`config.mk`:
```
export PLATFORM = sky130hd
export DESIGN_NAME = pwm_ramp_ctrl
export DESIGN_NICKNAME = d
export VERILOG_FILES = /design/src/rtl/pwm_ramp_ctrl.sv
export SDC_FILE = /design/constraint.sdc
export NUM_CORES = 1
export LEC_CHECK = 0
export CELL_PAD_IN_SITES_DETAIL_PLACEMENT = 2
export CELL_PAD_IN_SITES_GLOBAL_PLACEMENT = 2
export CORE_ASPECT_RATIO = 1.2
export CORE_UTILIZATION = 32
export CTS_BUF_LIST = sky130_fd_sc_hd__clkbuf_16
export CTS_CLUSTER_DIAMETER = 60
export DETAILED_ROUTE_END_ITERATION = 8
export MAX_ROUTING_LAYER = met4
export PLACE_DENSITY = 0.76
export SYNTH_ARGS = -nofsm -noshare
export SYNTH_HDL_FRONTEND = slang
export SYNTH_SLANG_ARGS = --single-unit
export TNS_END_PERCENT = 10
```
`constraint.sdc`:
```
create_clock -name clk -period 13.3 [get_ports clk]
set_input_delay 3.99 -clock clk [delete_from_list [all_inputs] [get_ports clk]]
set_output_delay 3.99 -clock clk [all_outputs]
set_load 0.005 [all_outputs]
```
`src/rtl/pwm_ramp_ctrl.sv`:
```
// Duty-cycle ramp controller for a 10-bit PWM.
// It steps a registered duty word toward a latched target by a fixed step,
// once every DIV PWM frames. Each update is aligned to the frame wrap and
// flagged with a one-cycle load pulse.
module pwm_ramp_ctrl #(
    parameter int unsigned DIV = 1
) (
    input  logic       clk,
    input  logic       rst_n,
    input  logic       start,
    input  logic [9:0] target,
    input  logic [9:0] step,
    output logic [9:0] data_out,
    output logic       load,
    output logic       busy,
    output logic       done
);

    localparam logic [9:0] PcLast = 10'(DIV - 1);

    typedef enum logic [1:0] {StIdle, StRamp, StFinish} state_e;

    state_e      state_q, state_d;
    logic [9:0]  fc_q, fc_d;
    logic [9:0]  pc_q, pc_d;
    logic [9:0]  tgt_q, tgt_d;
    logic [9:0]  step_q, step_d;
    logic [9:0]  data_q, data_d;
    logic        load_q, load_d;
    logic        busy_q, busy_d;
    logic        done_q, done_d;

    logic        frame_end;
    logic [10:0] sum;
    logic [10:0] diff;
    logic [9:0]  upd;

    // Clamped next duty value; the extra bit keeps the sum and difference from wrapping.
    always_comb begin
        sum  = {1'b0, data_q} + {1'b0, step_q};
        diff = {1'b0, data_q} - {1'b0, step_q};
        if (data_q < tgt_q) begin
            upd = (sum >= {1'b0, tgt_q}) ? tgt_q : sum[9:0];
        end else begin
            upd = (diff[10] || (diff[9:0] <= tgt_q)) ? tgt_q : diff[9:0];
        end
    end

    assign frame_end = (fc_q == 10'd1023);

    // Next-state logic for the ramp FSM, frame counters and registered outputs.
    always_comb begin
        state_d = state_q;
        fc_d    = fc_q + 10'd1;
        pc_d    = pc_q;
        tgt_d   = tgt_q;
        step_d  = step_q;
        data_d  = data_q;
        load_d  = 1'b0;
        busy_d  = busy_q;
        done_d  = 1'b0;
        unique case (state_q)
            StIdle: begin
                if (start) begin
                    if (target != data_q) begin
                        tgt_d   = target;
                        step_d  = (step == 10'd0) ? 10'd1 : step;
                        pc_d    = 10'd0;
                        busy_d  = 1'b1;
                        state_d = StRamp;
                    end else begin
                        state_d = StFinish;
                    end
                end
            end
            StRamp: begin
                if (frame_end) begin
                    if (pc_q == PcLast) begin
                        pc_d   = 10'd0;
                        data_d = upd;
                        load_d = 1'b1;
                        if (upd == tgt_q) begin
                            busy_d  = 1'b0;
                            state_d = StFinish;
                        end
                    end else begin
                        pc_d = pc_q + 10'd1;
                    end
                end
            end
            StFinish: begin
                done_d  = 1'b1;
                busy_d  = 1'b0;
                state_d = StIdle;
            end
            default: state_d = StIdle;
        endcase
    end

    // State register with synchronous active-low reset.
    always_ff @(posedge clk) begin
        if (!rst_n) begin
            state_q <= StIdle;
            fc_q    <= 10'd0;
            pc_q    <= 10'd0;
            tgt_q   <= 10'd0;
            step_q  <= 10'd0;
            data_q  <= 10'd0;
            load_q  <= 1'b0;
            busy_q  <= 1'b0;
            done_q  <= 1'b0;
        end else begin
            state_q <= state_d;
            fc_q    <= fc_d;
            pc_q    <= pc_d;
            tgt_q   <= tgt_d;
            step_q  <= step_d;
            data_q  <= data_d;
            load_q  <= load_d;
            busy_q  <= busy_d;
            done_q  <= done_d;
        end
    end

    assign data_out = data_q;
    assign load     = load_q;
    assign busy     = busy_q;
    assign done     = done_q;

endmodule
```
==> key figures <==
Run status
  – Outcome: complete, no violations

Hold path
  – Hold WC Path Type: reg2reg
  – Min-delay src: fc_q[0]
  – Cell depth of the worst hold path: 1
  – Worst Hold End: fc_q[0]

Placed design
  – Inst Count DP: between 700 and 800
  – Dpl hpwl: roughly 13000 um
  – Number of I/O port buffers: 35
  – Gpl congestion: a little under 0.9

Global route
  – Gr usage total: between 20% and 30%
  – Vias in the first global route: 4759
  – Largest net degree at the start of global routing: 49
  – GRT overflow: 0
  – First-pass GRT wire length: between 20000 and 30000 um
  – Initial antenna violation count: 0

STA
  – Peak Freq: between 150 and 200 MHz
  – RSZ-0062 raised after global routing: no
  – Minimum clock period: ~6.5 ns
  – Slew @ Worst Pin: between 1 and 1.5 ns
  – Slew Viols, Final: 0
  – Setup violations, final: 0
  – Clk_skew: 0.00757 ns
  – Slew Limit Headroom: between 15 and 20%
  – Final period utilization: between 40% and 50%
  – TNS Setup: 0 ns
  – Hold Fails Final Rpt: 0

Synth
  – Distinct cells, synth: 76
  – Register area share after synthesis: 23.6%
  – Post-synthesis area per instance: 8.49 um2
  – Yosys warnings: 0
  – EDFF count, synth: 0
  – Yosys reg bits: 55
  – Share of synthesized registers carrying an async set or reset: 0%
  – Synthesized Nets: between 600 and 700
  – Syn Inst Count: 550
  – Post-synthesis cell area: between 4000 and 5000 um2
  – Top FF cell, synth: dfxtp_1

Power
  – Power share of the clock group: 18.6%
  – Internal power: approximately 460 uW
  – Pleak: 0.00226 uW
  – Net Switching: approximately 380 uW
  – Switching share of power: a little under half
  – VDD IR max: approximately 0.11 mV
  – Power Total: ~850 uW
  – P per Cell Area: between 150 and 200 nW/um2
  – Power share of the combinational group: between 50% and 60%
  – Seq pwr share: 23.9%

Floorplan
  – DIE HEIGHT: approximately 130 um
  – Starting density of the core: ~33%
  – Die area: 15100 um2
  – Core area: 14300 um2
  – Die width: ~110 um
  – Ports: 36
  – Std-Cell Rows: 48

Routing
  – Vias after detailed routing: between 4k and 5k
  – DRT Pass-1 Iters: 5
  – Avg WL per Cell: between 20 and 25 um
  – ANT nets after route: 0
  – Residual DRC: 0
  – Detailed-route vias per instance: 5.62
  – Overall routed net length: between 15000 and 20000 um
  – Starting DRT DRC Count: 150

Setup path
  – Delay-heaviest family, CP: simple AND/OR/NAND/NOR gates
  – Worst r2r dst: busy
  – CP Buf/Inv Count: 1
  – Setup slack, reg-to-reg: between 7 and 8 ns
  – Crit path from: target[6]
  – Crit-path cells: clkdlybuf4s50_1, xor2_1, nor4_1, nand4_1, and2_1, nand2_1, mux2i_1, nor2b_1
  – FF-to-FF path depth: 16
  – Crit path kind: in2reg
  – Critical Path RT: about 13 ns
  – Crit-path max cell delay: approximately 0.90 ns
  – CP Capture Type: register
  – Max FO, Critical Path: 21
  – Crit-path slowest cell: nand2_1
  – Worst reg2reg startpoint: data_out[1]
  – CP Launch Type: primary input
  – Crit path DAT: between 6 and 7 ns

CTS
  – Resized Gates After CTS: 0
  – CTS Buf Count: 5
  – Max clock buf depth: 2
  – Root Driver: clkbuf_16
  – Worst-path clk slew: roughly 0.08 ns
  – CTS tree: done
  – CTS Hold Bufs: 0
  – Worst-skew pair later-pin latency: 0.30 ns
  – Postcts setup bufs: 0
  – Max H-tree Level: 2
  – Clock sinks: 55

Cells and area
  – Area grow syn2layout: 14.1%
  – Ant. Diodes: 0
  – Net count, final: 655
  – Core Util, Final: a little under two fifths
  – Final Non-Filler Cells: between 700 and 800
  – Layout cells sized above 1: under 10%

Flow run
  – Max cap viols: 0
[through the flow]
stage	area (um2)	setup WS [ns]	hold WS (ns)
2_1_floorplan	4670	7.62	0.421
3_3_place_gp	5160	6.58	0.431
3_5_place_dp	5160	6.43	0.474
4_1_cts	5330	6.74	0.485
5_1_grt	5330	6.65	0.507
6_report	5330	6.78	0.466
[placed cells by master, fill, tap and decap left out, drive strengths merged, types with 5 or more instances in the layout]
master,n
nor3,9
or3,5
and3,7
a21boi,9
a21o,7
nand4,9
xor2,25
nand2b,7
ha,55
o21ai,16
a31oi,9
nand3,13
nand2,40
nor2b,31
o211ai,7
a21oi,20
mux2i,23
dfxtp,55
nor2,34
and2,15
nor4,7
o2111ai,5
a211oi,8
clkbuf,5
xnor2,15
clkdlybuf4s50,35
inv,42
[state kept, by name (all words and copies together), names as in the netlist]
register / flops
fc_q: 10
busy: 1
data_out: 10
state_q: 2
done: 1
pc_q: 10
tgt_q: 10
load: 1
step_q: 10
[cell families (layout without fill, tap and decap cells)]
kind of cell	after synthesis	count (layout)	synth area share, %
buffers and inverters	59	85	5.22
multiplexers	24	24	5.17
adder cells (fa/ha/maj)	57	57	15.6
flip-flops	55	55	23.6
AND/OR/NAND/NOR	191	191	21.7
XOR/XNOR	41	41	7.98
AO/OA/AOI/OAI	123	123	20.8
[how the worst max path moves through the flow]
| stage | to | slack [ns] | cells past startpoint |
|---|---|---|---|
| 3_3_place_gp | step_q[0] | 6.58 | 8 |
| 6_report | step_q[2] | 6.78 | 8 |
| 2_1_floorplan | step_q[1] | 7.62 | 8 |
| 5_1_grt | pc_q[9] | 6.65 | 10 |
| 3_5_place_dp | step_q[2] | 6.43 | 8 |
| 4_1_cts | step_q[2] | 6.74 | 8 |
[cells in the mapped netlist, types with 2 or more instances]
cell        n  area, um2
o21ai_0    15       75.1
nand2b_1    7       43.8
nor2_1     33        124
a221oi_1    4       35.0
and2_1     15       93.8
nor4_1      7       43.8
mux2i_1    23        230
o31ai_1     3       22.5
nand2_1    40        150
and4_1      4       35.0
nand4_1     8       50.1
xor2_1     25        219
and3_1      7       43.8
o211ai_1    7       52.6
fa_1        2       40.0
nor3_1      9       45.0
or3_1       5       31.3
a31oi_1     9       56.3
a21boi_0    9       67.6
a21oi_1    20        100
dfxtp_1    55       1100
buf_2       2       10.0
nor2b_1    31        194
a211o_1     4       35.0
a21o_1      6       45.0
buf_1       3       11.3
clkbuf_1    9       33.8
xnor2_1    15        131
o21a_1      4       30.0
ha_1       55        688
a2bb2oi_1   2       17.5
inv_1      41        154
nand3_1    13       65.1
a211oi_1    7       52.6
o2111ai_2   2       30.0
o2111ai_1   3       26.3
a22oi_1     2       15.0
nor3b_1     3       22.5
a32o_1      2       20.0
a2111oi_0   2       17.5
buf_6       2       22.5
[area by class of cell]
class | instances | area, um2
Sequential cell | 55 | 1100
Inverter | 41 | 154
Clock buffer | 5 | 125
Tap cell | 175 | 219
Clock inverter | 3 | 47.5
Multi-Input combinational cell | 436 | 3330
Timing Repair Buffer | 36 | 358
Fill cell | 1625 | 8960
[power groups by stage]
stage | registers (uW) | logic (uW) | clock network (uW)
global route | 205 | 539 | 169
CTS | 202 | 489 | 162
detailed placement | 206 | 485 | 0
global placement | 205 | 459 | 0
floorplan | 198 | 358 | 0
finish | 202 | 488 | 157
[metal layers]
metal	up-vias	wire, um	global-route usage [%]
li1	2031	-	-
met1	2086	6480	23.9
met2	68	8210	41.7
met3	37	275	1.94
met4	0	658	10.1
met5	-	0	-
(Power assumes the default switching activity.)
